`src/rtl/rca_seq_adder_ctrl.sv`:
```
// ---------------------------------------------------------------------------
// rca_seq_adder_ctrl
//
// Multi-cycle wide adder. A single 4-bit ripple-carry slice, built from four
// full_adder cells, is stepped across NIBBLES nibbles of a captured operand
// pair. It handles one nibble per enabled cycle, least significant first. The
// ripple between nibbles is held in a carry register.
//
// Ports
//   clk        : system clock, all state updates on the rising edge
//   rst_n      : asynchronous active-low reset
//   enable     : global advance qualifier; 0 freezes all state and outputs
//   in_valid   : a/b/cin hold a valid operand pair
//   in_ready   : controller can accept operands (IDLE only)
//   a, b       : W-bit operands, W = 4*NIBBLES
//   cin        : carry into nibble 0
//   out_valid  : sum holds a completed result (DONE only)
//   out_ready  : consumer accepts the result
//   sum        : W+1-bit result, sum[W] is the final carry-out
//   busy       : high while an operation is in ADD or DONE
//
// Handshake: a transfer happens on a rising edge where valid, ready and
// enable are all 1. Ready never depends on the partner's valid, and a held
// valid is only consumed once the state accepts it.
// ---------------------------------------------------------------------------
module rca_seq_adder_ctrl #(
  parameter int NIBBLES = 4
) (
  input  logic                   clk,
  input  logic                   rst_n,
  input  logic                   enable,
  input  logic                   in_valid,
  output logic                   in_ready,
  input  logic [4*NIBBLES-1:0]   a,
  input  logic [4*NIBBLES-1:0]   b,
  input  logic                   cin,
  output logic                   out_valid,
  input  logic                   out_ready,
  output logic [4*NIBBLES:0]     sum,
  output logic                   busy
);

  localparam int W     = 4 * NIBBLES;
  localparam int IDX_W = (NIBBLES > 1) ? $clog2(NIBBLES) : 1;
  localparam logic [IDX_W-1:0] LAST_IDX = IDX_W'(NIBBLES - 1);

  localparam logic [1:0] S_IDLE = 2'd0;
  localparam logic [1:0] S_ADD  = 2'd1;
  localparam logic [1:0] S_DONE = 2'd2;

  logic [1:0]       state;
  logic [IDX_W-1:0] idx;
  logic             carry_q;
  logic [W-1:0]     a_q;
  logic [W-1:0]     b_q;
  logic [W:0]       sum_q;

  // Single-bit full adder cell; returns {carry_out, sum}.
  function automatic logic [1:0] full_adder(input logic x, input logic y,
                                            input logic ci);
    logic s;
    logic co;
    s  = x ^ y ^ ci;
    co = (x & y) | (x & ci) | (y & ci);
    return {co, s};
  endfunction

  // Current nibble selection: bit offset is idx*4.
  logic [IDX_W+1:0] bit_off;
  logic [3:0]       nib_a;
  logic [3:0]       nib_b;
  logic [3:0]       slice_sum;
  logic [4:0]       slice_carry;

  assign bit_off = {idx, 2'b00};
  assign nib_a   = a_q[bit_off +: 4];
  assign nib_b   = b_q[bit_off +: 4];

  // Four-cell ripple chain, purely combinational within one cycle.
  always_comb begin
    logic [1:0] fa;
    slice_sum      = '0;
    slice_carry    = '0;
    slice_carry[0] = carry_q;
    for (int j = 0; j < 4; j++) begin
      fa               = full_adder(nib_a[j], nib_b[j], slice_carry[j]);
      slice_sum[j]     = fa[0];
      slice_carry[j+1] = fa[1];
    end
  end

  always_ff @(posedge clk or negedge rst_n) begin
    if (!rst_n) begin
      state   <= S_IDLE;
      idx     <= '0;
      carry_q <= 1'b0;
      a_q     <= '0;
      b_q     <= '0;
      sum_q   <= '0;
    end else if (enable) begin
      case (state)
        S_IDLE: begin
          if (in_valid) begin
            a_q     <= a;
            b_q     <= b;
            carry_q <= cin;
            sum_q   <= '0;
            idx     <= '0;
            state   <= S_ADD;
          end
        end
        S_ADD: begin
          sum_q[bit_off +: 4] <= slice_sum;
          carry_q             <= slice_carry[4];
          if (idx == LAST_IDX) begin
            // Final slice: its carry-out becomes the top result bit.
            sum_q[W] <= slice_carry[4];
            idx      <= '0;
            state    <= S_DONE;
          end else begin
            idx <= idx + 1'b1;
          end
        end
        S_DONE: begin
          if (out_ready) begin
            state <= S_IDLE;
          end
        end
        default: begin
          state <= S_IDLE;
        end
      endcase
    end
  end

  // Outputs are decoded straight from state so reset values follow directly.
  assign in_ready  = (state == S_IDLE);
  assign out_valid = (state == S_DONE);
  assign busy      = (state == S_ADD) || (state == S_DONE);
  assign sum       = sum_q;

endmodule

```
`config.mk`:
```
export PLATFORM = sky130hd
export DESIGN_NAME = rca_seq_adder_ctrl
export DESIGN_NICKNAME = d
export VERILOG_FILES = /design/src/rtl/rca_seq_adder_ctrl.sv
export SDC_FILE = /design/constraint.sdc
export NUM_CORES = 1
export LEC_CHECK = 0
export CAP_MARGIN = 20
export CORE_ASPECT_RATIO = 1.25
export CORE_UTILIZATION = 40
export CTS_CLUSTER_DIAMETER = 150
export DETAILED_ROUTE_END_ITERATION = 6
export DONT_BUFFER_PORTS = 1
export GPL_TIMING_DRIVEN = 0
export PLACE_DENSITY = 0.53
export REMOVE_ABC_BUFFERS = 1
export SLEW_MARGIN = 10
export SYNTH_ARGS = -nofsm -noshare
export SYNTH_HDL_FRONTEND = slang
export SYNTH_SLANG_ARGS = --single-unit
```
`constraint.sdc`:
```
create_clock -name clk -period 4 [get_ports clk]
set_input_delay 0 -clock clk [delete_from_list [all_inputs] [get_ports clk]]
set_output_delay 0 -clock clk [all_outputs]
set_load 0.02 [all_outputs]
```
# Word level (Yosys, flattened, before mapping)
# Index checks and enable logic that the tools add are counted.
# word_totals
reg_bits,54
latch_bits,0
ramBits,0
romBits,0
inputBits,38
output_inout_bits,20
wordCells,65
n_memories,0
# classes
n_addsub,2
multipliers,0
div_mod_pow,0
order_cmp,0
eq_ne,6
shift,4
mux,13
bitwise,28
n_reduce_logical,6
# ops
operator,n
case mux 17 bit (2 select lines),1
variable part select 16 x 5 -> 4 bit,2
bitwise mux 17 bit,1
two-way mux 17 bit,1
variable shift 4 x 6 -> 17 bit (first input constant),1
variable part select 4 x 6 -> 17 bit,1
AND 1 bit,12
two-way mux 2 bit,5
bitwise OR 1 bit,8
XOR 1 bit,8
negator 4 -> 6 bit,1
case mux 2 bit (3 select lines),1
AND reduction 3 bit,2
equality test 2 bit (second input constant),2
!= test 2 bit (second input constant),2
case mux 2 bit (2 select lines),1
AND reduction 4 bit,1
adder 2 x 1 -> 2 bit (second input constant),1
equality test 2 x 1 -> 1 bit (second input constant),1
zero test 2 bit,1
two-way mux 1 bit,2
!= test 2 x 1 -> 1 bit (second input constant),1
case mux 1 bit (2 select lines),1
nonzero test 2 bit,1
logical OR 1 bit,1

# Logic depth before layout (Yosys ltp)
# Gate-level depths: netlist of run 1.
# depth
depth_word,15
mapped_depth,12
ltp_nobuf,10

# Worst setup path before layout of run 1
# OpenSTA, ideal clock, no wires.
# synth_path
kind,register to register
start,reg idx[0]
end,"reg sum_q[16], in the netlist sum[16]"
setup_time_ns,0.125
arrival_ns,3.110
required_time_ns,3.875
setup_slack_ns,0.765
path_stages_with_launch,13
n_path_buf,2
synth_period_minus_slack_ns,3.235
cell_sequence,dfrtp_1 > buf_2 > buf_2 > mux4_2 > fa_1 > inv_1 > fa_1 > fa_1 > inv_1 > fa_1 > and3_1 > a31o_2 > mux2_2
# synth_via
elab_chain_cells,15
word_cells_on_any_way,37
cone_classes,add/sub (1); eq/ne (1); shift (4); mux (3); bitwise (28)
# synth_lines
element,line,source
"start, declared",52,logic [IDX_W-1:0] idx;
"start signal, assigned",121,idx <= idx + 1'b1;
"variable part select 16 x 5 -> 4 bit, on equally long branches","76, 77",
AND 1 bit,64,co = (x & y) | (x & ci) | (y & ci);
bitwise OR 1 bit (2 in a row),64,
AND 1 bit,64,
bitwise OR 1 bit (2 in a row),64,
AND 1 bit,64,
bitwise OR 1 bit (2 in a row),64,
XOR 1 bit / AND 1 bit (equally long branches),"63, 64",
variable part select 4 x 6 -> 17 bit / bitwise OR 1 bit (equally long branches),"113, 64",
bitwise mux 17 bit / bitwise OR 1 bit (equally long branches),"113, 64",
two-way mux 1 bit *,115,if (idx == LAST_IDX) begin
case mux 17 bit (2 select lines) *,101,case (state)
"end signal, assigned by index",113,sum_q[bit_off +: 4] <= slice_sum;
"end signal, assigned by index",117,sum_q[W] <= slice_carry[4];
"end, declared",56,logic [W:0] sum_q;
# Every way passes the cells marked *; elsewhere a longest branch is shown, timed or not.
# A chain may end at the register's enable or synchronous reset.

# Worst setup path after layout of run 1
# Ends and elaborated chain as after synthesis.

==> results.json, run 1 <==
{
  "min_period_ns": 3.640,
  "regArea_mm2": 0.001351,
  "overflow": 0,
  "multi_input_area_mm2": 0.001210,
  "start_kind": "register",
  "nets": 276,
  "placed_area_mm2": 0.002716,
  "drc": 0,
  "critical_path_class": "register to register",
  "die_x_um": 74.80,
  "setup_tns_ns": 0,
  "rsz0062_at_grt": "no",
  "place_inst": 268,
  "post_drt_via_cell_ratio": 5.435,
  "worst_pin_slew_ns": 0.8754,
  "path_clk_slew_ns": 0.10,
  "first_pass_iters": 4,
  "power.leakage_nw": 1.401,
  "final_cells": 313,
  "grt_max_degree": 55,
  "setup_viol": 0,
  "status": "finished clean",
  "fin_worst_skew_ns": 0.01183,
  "grt_pass1_vias": 1883,
  "start_util_pct": 42.16,
  "grtUsageTotal_pct": 17.78,
  "p_total_w": 0.002708,
  "cts-buffers-inserted": 5,
  "cp_max_fo": 18,
  "most-common-layout-cells": "dfrtp_1, mux2_2, dlygate4sd3_1",
  "maxSlewHeadroom_pct": 41.64,
  "postSynthCellCount": 193,
  "worstSetupEndpointType": "register",
  "final_layout_size_suffix_gt1_share_pct": 27.19,
  "fin_crit_sh_pct": 90.99,
  "async_reset_ff_share_pct": 100.0,
  "num_antenna_cells": 0,
  "syn_area_per_cell_um2": 13.73,
  "crit_arrival_ns": 3.85,
  "h-tree-depth": 2,
  "hold_viol": 0,
  "final_cell_area_mm2": 0.003247,
  "drtIter0Drc": 131,
  "vdd_ir_drop_max_mv": 0.3829,
  "synth-edff-count": 0,
  "place_ws_ns": 0.3373,
  "postCtsSetupRepairBufs": 0,
  "slew_violations": 0,
  "cts.sinks": 54,
  "p_per_area_mw_per_mm2": 834.0,
  "yosys_warnings": 0,
  "row_count": 32,
  "cap_violations": 0,
  "clock_latency_ns": 0.31,
  "postLayoutSetupSlackWorst_ns": 0.3604,
  "wl_per_cell_um": 17.73,
  "clockBufferDepth": 2,
  "yosysUniqueCellTypes": 34,
  "ys_seq_area_share_pct": 50.99,
  "cts_tree": "done",
  "io_buffers": 0,
  "postRouteAntennaNets": 0,
  "yosys_register_bits": 54,
  "wl_um": 5549,
  "core_area_mm2": 0.006286,
  "gp_congestion": 0.7994,
  "hold_path_class": "primary input to register",
  "synthesis.area_mm2": 0.002650,
  "chipHeight_um": 93,
  "syn_to_final_growth_pct": 22.52,
  "grt_pass1_wl_um": 9197,
  "ctsResizeCount": 0,
  "ctsRootBufferMaster": "clkbuf_8",
  "mostFrequentLayoutCell": "dfrtp_1",
  "ys_dominant_reg_cell": "dfrtp_1",
  "vias": 1701,
  "fillCellCount": 568,
  "required_ns": 4.21,
  "antenna_found_initial": 0,
  "io_pins": 58,
  "fmax_mhz": 274.8,
  "die-area_mm2": 0.006956,
  "hpwlAfterDp_um": 3811
}
## through the flow
step                      hold WS, ns  util, %
final                         0.01368    51.65
after global routing          0.01620    51.65
after CTS                     0.01060    51.65
after detailed placement      -0.2944    43.21
after global placement        -0.2940    43.13
after floorplan               -0.2956        -
## worst max-delay path, stage by stage, from the launching register on
cell     delay (ns)
dfrtp_1        0.93
mux4_2         0.63
fa_1           0.40
inv_1          0.08
fa_1           0.18
fa_1           0.16
inv_1          0.05
fa_1           0.41
and3_1         0.22
a31o_2         0.21
mux2_2         0.25
## report_power, final
part | total (W) | switching (W) | internal, W
Combinational | 0.00126 | 0.000656 | 0.000602
Clock | 0.000445 | 0.000179 | 0.000267
Sequential | 0.00100 | 0.000232 | 0.000772
## state kept, by name, summed over array words and instances (netlist names)
signal   count
a_q         16
b_q         16
state        2
sum         17
idx          2
carry_q      1
## layer usage
| layer | track usage, % | wire length, µm | vias to the layer above | share of wire (%) |
|---|---|---|---|---|
| met5 | 0 | 0 | - | 0 |
| met3 | 3.987 | 224 | 5 | 4.0 |
| met2 | 32.58 | 3104 | 40 | 56 |
| met1 | 20.40 | 2168 | 871 | 39 |
| met4 | 4.403 | 52 | 0 | 0.94 |
| li1 | - | - | 785 | - |
## synth_stat cells (all sizes together) (3+ instances only)
| cell type | number | area share [%] |
|---|---|---|
| dfrtp | 54 | 51 |
| mux2 | 41 | 17 |
| inv | 13 | 1.8 |
| mux4 | 8 | 6.8 |
| ha | 7 | 3.3 |
| o31ai | 7 | 2.0 |
| buf | 6 | 1.1 |
| nor3 | 6 | 1.1 |
| clkbuf | 4 | 0.57 |
| fa | 4 | 3.0 |
| nand3 | 4 | 0.76 |
| o2bb2ai | 4 | 1.3 |
| a31oi | 3 | 0.71 |
| o211ai | 3 | 0.85 |
## repair_timing
item                                    in CTS  in global routing
hold endpoints to repair                    98                  0
hold buffers                                37                  0
endpoints found under the setup margin       0                  0
## area by class of cell
cell class              count  share of cell area, %
inverters                  13                  1.503
repair buffers             37                  11.95
flip-flops and latches     54                  41.62
well taps                  85                  3.276
multi-input cells         116                  37.26
clock buffers               6                  2.543
clock inverters             2                  1.850
## worst paths after layout
kind                                           from                   to  slack [ns]  cells past startpoint
worst max register to register   idx[0]$_DFFE_PN0P_  sum[16]$_DFFE_PN0P_        0.36                     10
max in group asynchronous                     rst_n   sum[7]$_DFFE_PN0P_        3.55                      2
worst max-delay path             idx[0]$_DFFE_PN0P_  sum[16]$_DFFE_PN0P_        0.36                     10
min in group asynchronous                     rst_n   sum[3]$_DFFE_PN0P_        0.19                      2
worst min-delay path                         enable  sum[12]$_DFFE_PN0P_        0.01                      2
worst min register to register  a_q[11]$_DFFE_PN0P_  a_q[11]$_DFFE_PN0P_        0.51                      1
## cells by family after synthesis
logic type | share of synthesized area [%]
buffers and inverters | 3.541
adder cells (fa/ha/maj) | 6.327
multiplexers | 24.98
AO/OA/AOI/OAI | 7.460
flip-flops | 50.99
AND/OR/NAND/NOR | 6.705
(Power assumes the default switching activity.)
==> run 2, diff against run 1 <==
--- a/config.mk
+++ b/config.mk
@@ -12,6 +12,7 @@
 export DETAILED_ROUTE_END_ITERATION = 6
 export DONT_BUFFER_PORTS = 1
 export GPL_TIMING_DRIVEN = 0
+export HOLD_SLACK_MARGIN = 0.02
 export PLACE_DENSITY = 0.53
 export REMOVE_ABC_BUFFERS = 1
 export SLEW_MARGIN = 10
==> results.json, run 2 (synthesis results as in run 1) <==
{
  "status": "finished clean",
  "fillCellCount": 568,
  "cts.sinks": 54,
  "overflow": 0,
  "h-tree-depth": 2,
  "p_total_w": 0.002705,
  "io_buffers": 0,
  "post_drt_via_cell_ratio": 5.438,
  "worst_pin_slew_ns": 0.8677,
  "setup_viol": 0,
  "required_ns": 4.21,
  "antenna_found_initial": 0,
  "hold-path-cell-count": 2,
  "start_kind": "register",
  "cap_violations": 0,
  "vdd_ir_drop_max_mv": 0.3830,
  "crit_arrival_ns": 3.84,
  "start_util_pct": 42.16,
  "cts_tree": "done",
  "maxSlewHeadroom_pct": 42.15,
  "nets": 276,
  "regToRegSetupSlack_ns": 0.36,
  "final_layout_size_suffix_gt1_share_pct": 27.19,
  "vias": 1702,
  "grtUsageTotal_pct": 17.78,
  "place_ws_ns": 0.3373,
  "hpwlAfterDp_um": 3811,
  "fin_crit_sh_pct": 90.89,
  "largest_reg_flops": 17,
  "drc": 0,
  "holdPathEnd": "sum[9]$_DFFE_PN0P_",
  "p_per_area_mw_per_mm2": 833.0,
  "most-common-layout-cells": "dfrtp_1, mux2_2, dlygate4sd3_1",
  "final_util_pct": 51.65,
  "min-delay-start": "enable",
  "clockBufferDepth": 2,
  "postLayoutSetupSlackWorst_ns": 0.3646,
  "fin_worst_skew_ns": 0.01124,
  "critical_path_class": "register to register",
  "path_clk_slew_ns": 0.10,
  "gp_congestion": 0.7994,
  "grt_max_degree": 55,
  "chipHeight_um": 93,
  "io_pins": 58,
  "first_pass_iters": 4,
  "postRouteAntennaNets": 0,
  "fmax_mhz": 275.1,
  "ctsRootBufferMaster": "clkbuf_8",
  "min_period_ns": 3.635,
  "mostFrequentLayoutCell": "dfrtp_1",
  "drtIter0Drc": 134,
  "clock_latency_ns": 0.31,
  "grt_pass1_wl_um": 9190,
  "grt_pass1_vias": 1883,
  "worstSetupEndpointType": "register",
  "reg2regPathDepth": 10,
  "syn_to_final_growth_pct": 22.52,
  "cts-buffers-inserted": 5,
  "setup_tns_ns": 0,
  "row_count": 32,
  "timing.rr.start": "idx[0]$_DFFE_PN0P_",
  "hold_path_class": "primary input to register",
  "cp_max_fo": 18,
  "rsz0062_at_grt": "no",
  "timing.rr.end": "sum[16]$_DFFE_PN0P_",
  "core_area_mm2": 0.006286,
  "die_x_um": 74.80,
  "die-area_mm2": 0.006956,
  "slew_violations": 0,
  "wl_um": 5530,
  "num_antenna_cells": 0,
  "wl_per_cell_um": 17.67,
  "power.leakage_nw": 1.401,
  "hold_viol": 0
}
-- run 2: cell counts in the layout (fill, tap and decap cells not counted) --
Identical to the previous run, type by type.
-- run 2: worst max path at each step --
stage / from / endpoint
2_1_floorplan: idx[0]$_DFFE_PN0P_ / sum[16]$_DFFE_PN0P_
3_3_place_gp: idx[0]$_DFFE_PN0P_ / sum[16]$_DFFE_PN0P_
3_5_place_dp: idx[0]$_DFFE_PN0P_ / sum[16]$_DFFE_PN0P_
4_1_cts: idx[0]$_DFFE_PN0P_ / sum[16]$_DFFE_PN0P_
5_1_grt: idx[0]$_DFFE_PN0P_ / sum[16]$_DFFE_PN0P_
6_report: idx[0]$_DFFE_PN0P_ / sum[16]$_DFFE_PN0P_
-- run 2: metrics by stage --
step                      cell area [µm²]  std cells  hold WS [ns]
after floorplan                      2605        183       -0.2956
final                                3247        313       0.02776
after global routing                 3247        313       0.03501
after detailed placement             2716        268       -0.2944
after CTS                            3247        313       0.02393
after global placement               2711        268       -0.2940
-- run 2: what timing repair did --
item | in CTS | in global routing
setup buffers | 0 | 0
gates resized for setup | 0 | 0
hold buffers | 37 | 0
endpoints found under the hold margin | 100 | 0
-- run 2: layer usage --
| layer | track usage (%) | wire length [µm] |
|---|---|---|
| met1 | 20.40 | 2143 |
| met2 | 32.58 | 3117 |
| met3 | 3.987 | 216 |
| met4 | 4.403 | 53 |
| met5 | 0 | 0 |
-- run 2: critical path, cell delays in order, from the launching register on --
cell and delay, ns:
dfrtp_1 0.92, mux4_2 0.63, fa_1 0.40, inv_1 0.08, fa_1 0.18, fa_1 0.16
inv_1 0.05, fa_1 0.41, and3_1 0.22, a31o_2 0.22, mux2_2 0.25
-- run 2: power breakdown --
group | switching (W) | internal (W) | leakage, nW | total, W
clock network | 0.000178 | 0.000267 | 0.0714 | 0.000445
logic | 0.000654 | 0.000602 | 0.654 | 0.00126
registers | 0.000232 | 0.000772 | 0.676 | 0.00100
-- run 2: final cells by class --
cell class / count / area (µm²) / share of cell area, %
inverters: 13 / 48.80 / 1.503
multi-input cells: 116 / 1210 / 37.26
flip-flops and latches: 54 / 1351 / 41.62
repair buffers: 37 / 387.9 / 11.95
well taps: 85 / 106.4 / 3.276
clock inverters: 2 / 60.06 / 1.850
clock buffers: 6 / 82.58 / 2.543
==> run 3, diff against run 2 <==
--- a/config.mk
+++ b/config.mk
@@ -5,8 +5,7 @@
 export SDC_FILE = /design/constraint.sdc
 export NUM_CORES = 1
 export LEC_CHECK = 0
-export CAP_MARGIN = 20
-export CORE_ASPECT_RATIO = 1.25
+export CORE_ASPECT_RATIO = 1.75
 export CORE_UTILIZATION = 40
 export CTS_CLUSTER_DIAMETER = 150
 export DETAILED_ROUTE_END_ITERATION = 6
==> results.json, run 3 (synthesis results as in run 1) <==
{
  "grt_pass1_wl_um": 9446,
  "slowest_stage": "dfrtp_2",
  "fillCellCount": 580,
  "setup_viol": 0,
  "hold-worst-slack_ns": 0.02573,
  "chipHeight_um": 109.7,
  "gp_congestion": 0.7749,
  "hold_viol": 0,
  "hold_path_class": "primary input to register",
  "h-tree-depth": 2,
  "io_buffers": 0,
  "power.leakage_nw": 1.381,
  "die-area_mm2": 0.006968,
  "worst_pin_slew_ns": 0.7544,
  "status": "finished clean",
  "required_ns": 4.19,
  "cts-buffers-inserted": 5,
  "crit_arrival_ns": 3.73,
  "core_area_mm2": 0.006276,
  "ctsRootBufferMaster": "clkbuf_8",
  "post_drt_via_cell_ratio": 5.627,
  "worstSetupEndpointType": "register",
  "mostFrequentLayoutCell": "dfrtp_1",
  "slew_violations": 0,
  "fin_worst_skew_ns": 0.007179,
  "syn_to_final_growth_pct": 20.96,
  "final_util_pct": 51.08,
  "crit_path_max_incr_delay_ns": 0.70,
  "clockBufferDepth": 2,
  "postRouteAntennaNets": 0,
  "rsz0062_at_grt": "no",
  "min_period_ns": 3.536,
  "num_antenna_cells": 0,
  "maxSlewHeadroom_pct": 49.65,
  "path_clk_slew_ns": 0.10,
  "start_util_pct": 42.22,
  "cts_tree": "done",
  "grt_pass1_vias": 1934,
  "cts.sinks": 54,
  "start_kind": "register",
  "fmax_mhz": 282.8,
  "drtIter0Drc": 78,
  "multi_input_area_mm2": 0.001210,
  "wl_per_cell_um": 18.44,
  "clock_latency_ns": 0.30,
  "antenna_found_initial": 0,
  "most-common-layout-cells": "dfrtp_1, mux2_2, dlygate4sd3_1",
  "drc": 0,
  "grt_max_degree": 55,
  "path_cells": "mux4_2 > fa_1 > inv_1 > fa_1 > fa_1 > inv_1 > fa_1 > mux2i_1 > a31oi_1 > dlygate4sd3_1",
  "setup_tns_ns": 0,
  "overflow": 0,
  "critical_path_class": "register to register",
  "cap_violations": 0,
  "row_count": 38,
  "regArea_mm2": 0.001353,
  "nets": 276,
  "wl_um": 5678,
  "io_pins": 58,
  "vias": 1733,
  "final_layout_size_suffix_gt1_share_pct": 26.75,
  "postCtsSetupRepairBufs": 0,
  "first_pass_iters": 4,
  "hpwlAfterDp_um": 4077,
  "vdd_ir_drop_max_mv": 0.5417,
  "p_per_area_mw_per_mm2": 823.2,
  "cp_max_fo": 18,
  "die_x_um": 63.53,
  "grtUsageTotal_pct": 18.01,
  "fin_crit_sh_pct": 88.40,
  "largest_reg_flops": 17,
  "crit_top_cell": "fa_1"
}
run 3: layout make-up:
type	instances	area share (%)
Clock inverter	1	0.9368
Inverter	13	1.522
Clock buffer	7	2.381
Timing Repair Buffer	37	12.10
Multi-Input combinational cell	116	37.74
Sequential cell	54	42.19
Tap cell	80	3.123
run 3: timing repair:
item                       4_1_cts  5_1_grt
gates resized for setup          0        1
hold buffers                    37        0
setup endpoints to repair        0        1
hold endpoints to repair        99        0
run 3: path summary, 6_finish.rpt:
path,startpoint,end,slack (ns),depth (start not counted)
min in group asynchronous,rst_n,idx[0]$_DFFE_PN0P_,0.20,2
max in group asynchronous,rst_n,b_q[10]$_DFFE_PN0P_,3.54,2
worst min register to register,b_q[11]$_DFFE_PN0P_,b_q[11]$_DFFE_PN0P_,0.51,1
worst max-delay path,idx[0]$_DFFE_PN0P_,carry_q$_DFFE_PN0P_,0.46,10
worst max register to register,idx[0]$_DFFE_PN0P_,carry_q$_DFFE_PN0P_,0.46,10
worst min-delay path,enable,sum[12]$_DFFE_PN0P_,0.03,2
run 3: through the flow:
step	worst slack, ns	power [W]	instance area, µm²	cells
after global placement	0.3683	0.002205	2705	263
after global routing	0.2161	0.002824	3206	308
after floorplan	0.7723	0.001875	2605	183
final	0.4639	0.002639	3206	308
after CTS	0.1345	0.002668	3204	308
after detailed placement	0.3283	0.002255	2710	263
run 3: layer usage:
metal / global-route usage [%] / share of wire, % / vias up
met2: 34.19 / 58 / 54
met1: 18.54 / 36 / 890
met3: 4.564 / 4.9 / 6
met4: 6.981 / 1.2 / 0
li1: - / - / 783
met5: 0 / 0 / -
run 3: critical path, delay by kind of cell (launching register included):
kind / cells / cell delay, ns
mux: 2 / 0.76
buf+inv: 3 / 0.70
flops: 1 / 0.70
compound gates: 1 / 0.10
fa+ha+maj: 4 / 1.16
run 3: where the power goes:
part | leakage [nW] | internal, W | switching [W]
logic | 0.653 | 0.000611 | 0.000655
clock network | 0.0524 | 0.000188 | 0.000174
registers | 0.675 | 0.000773 | 0.000237
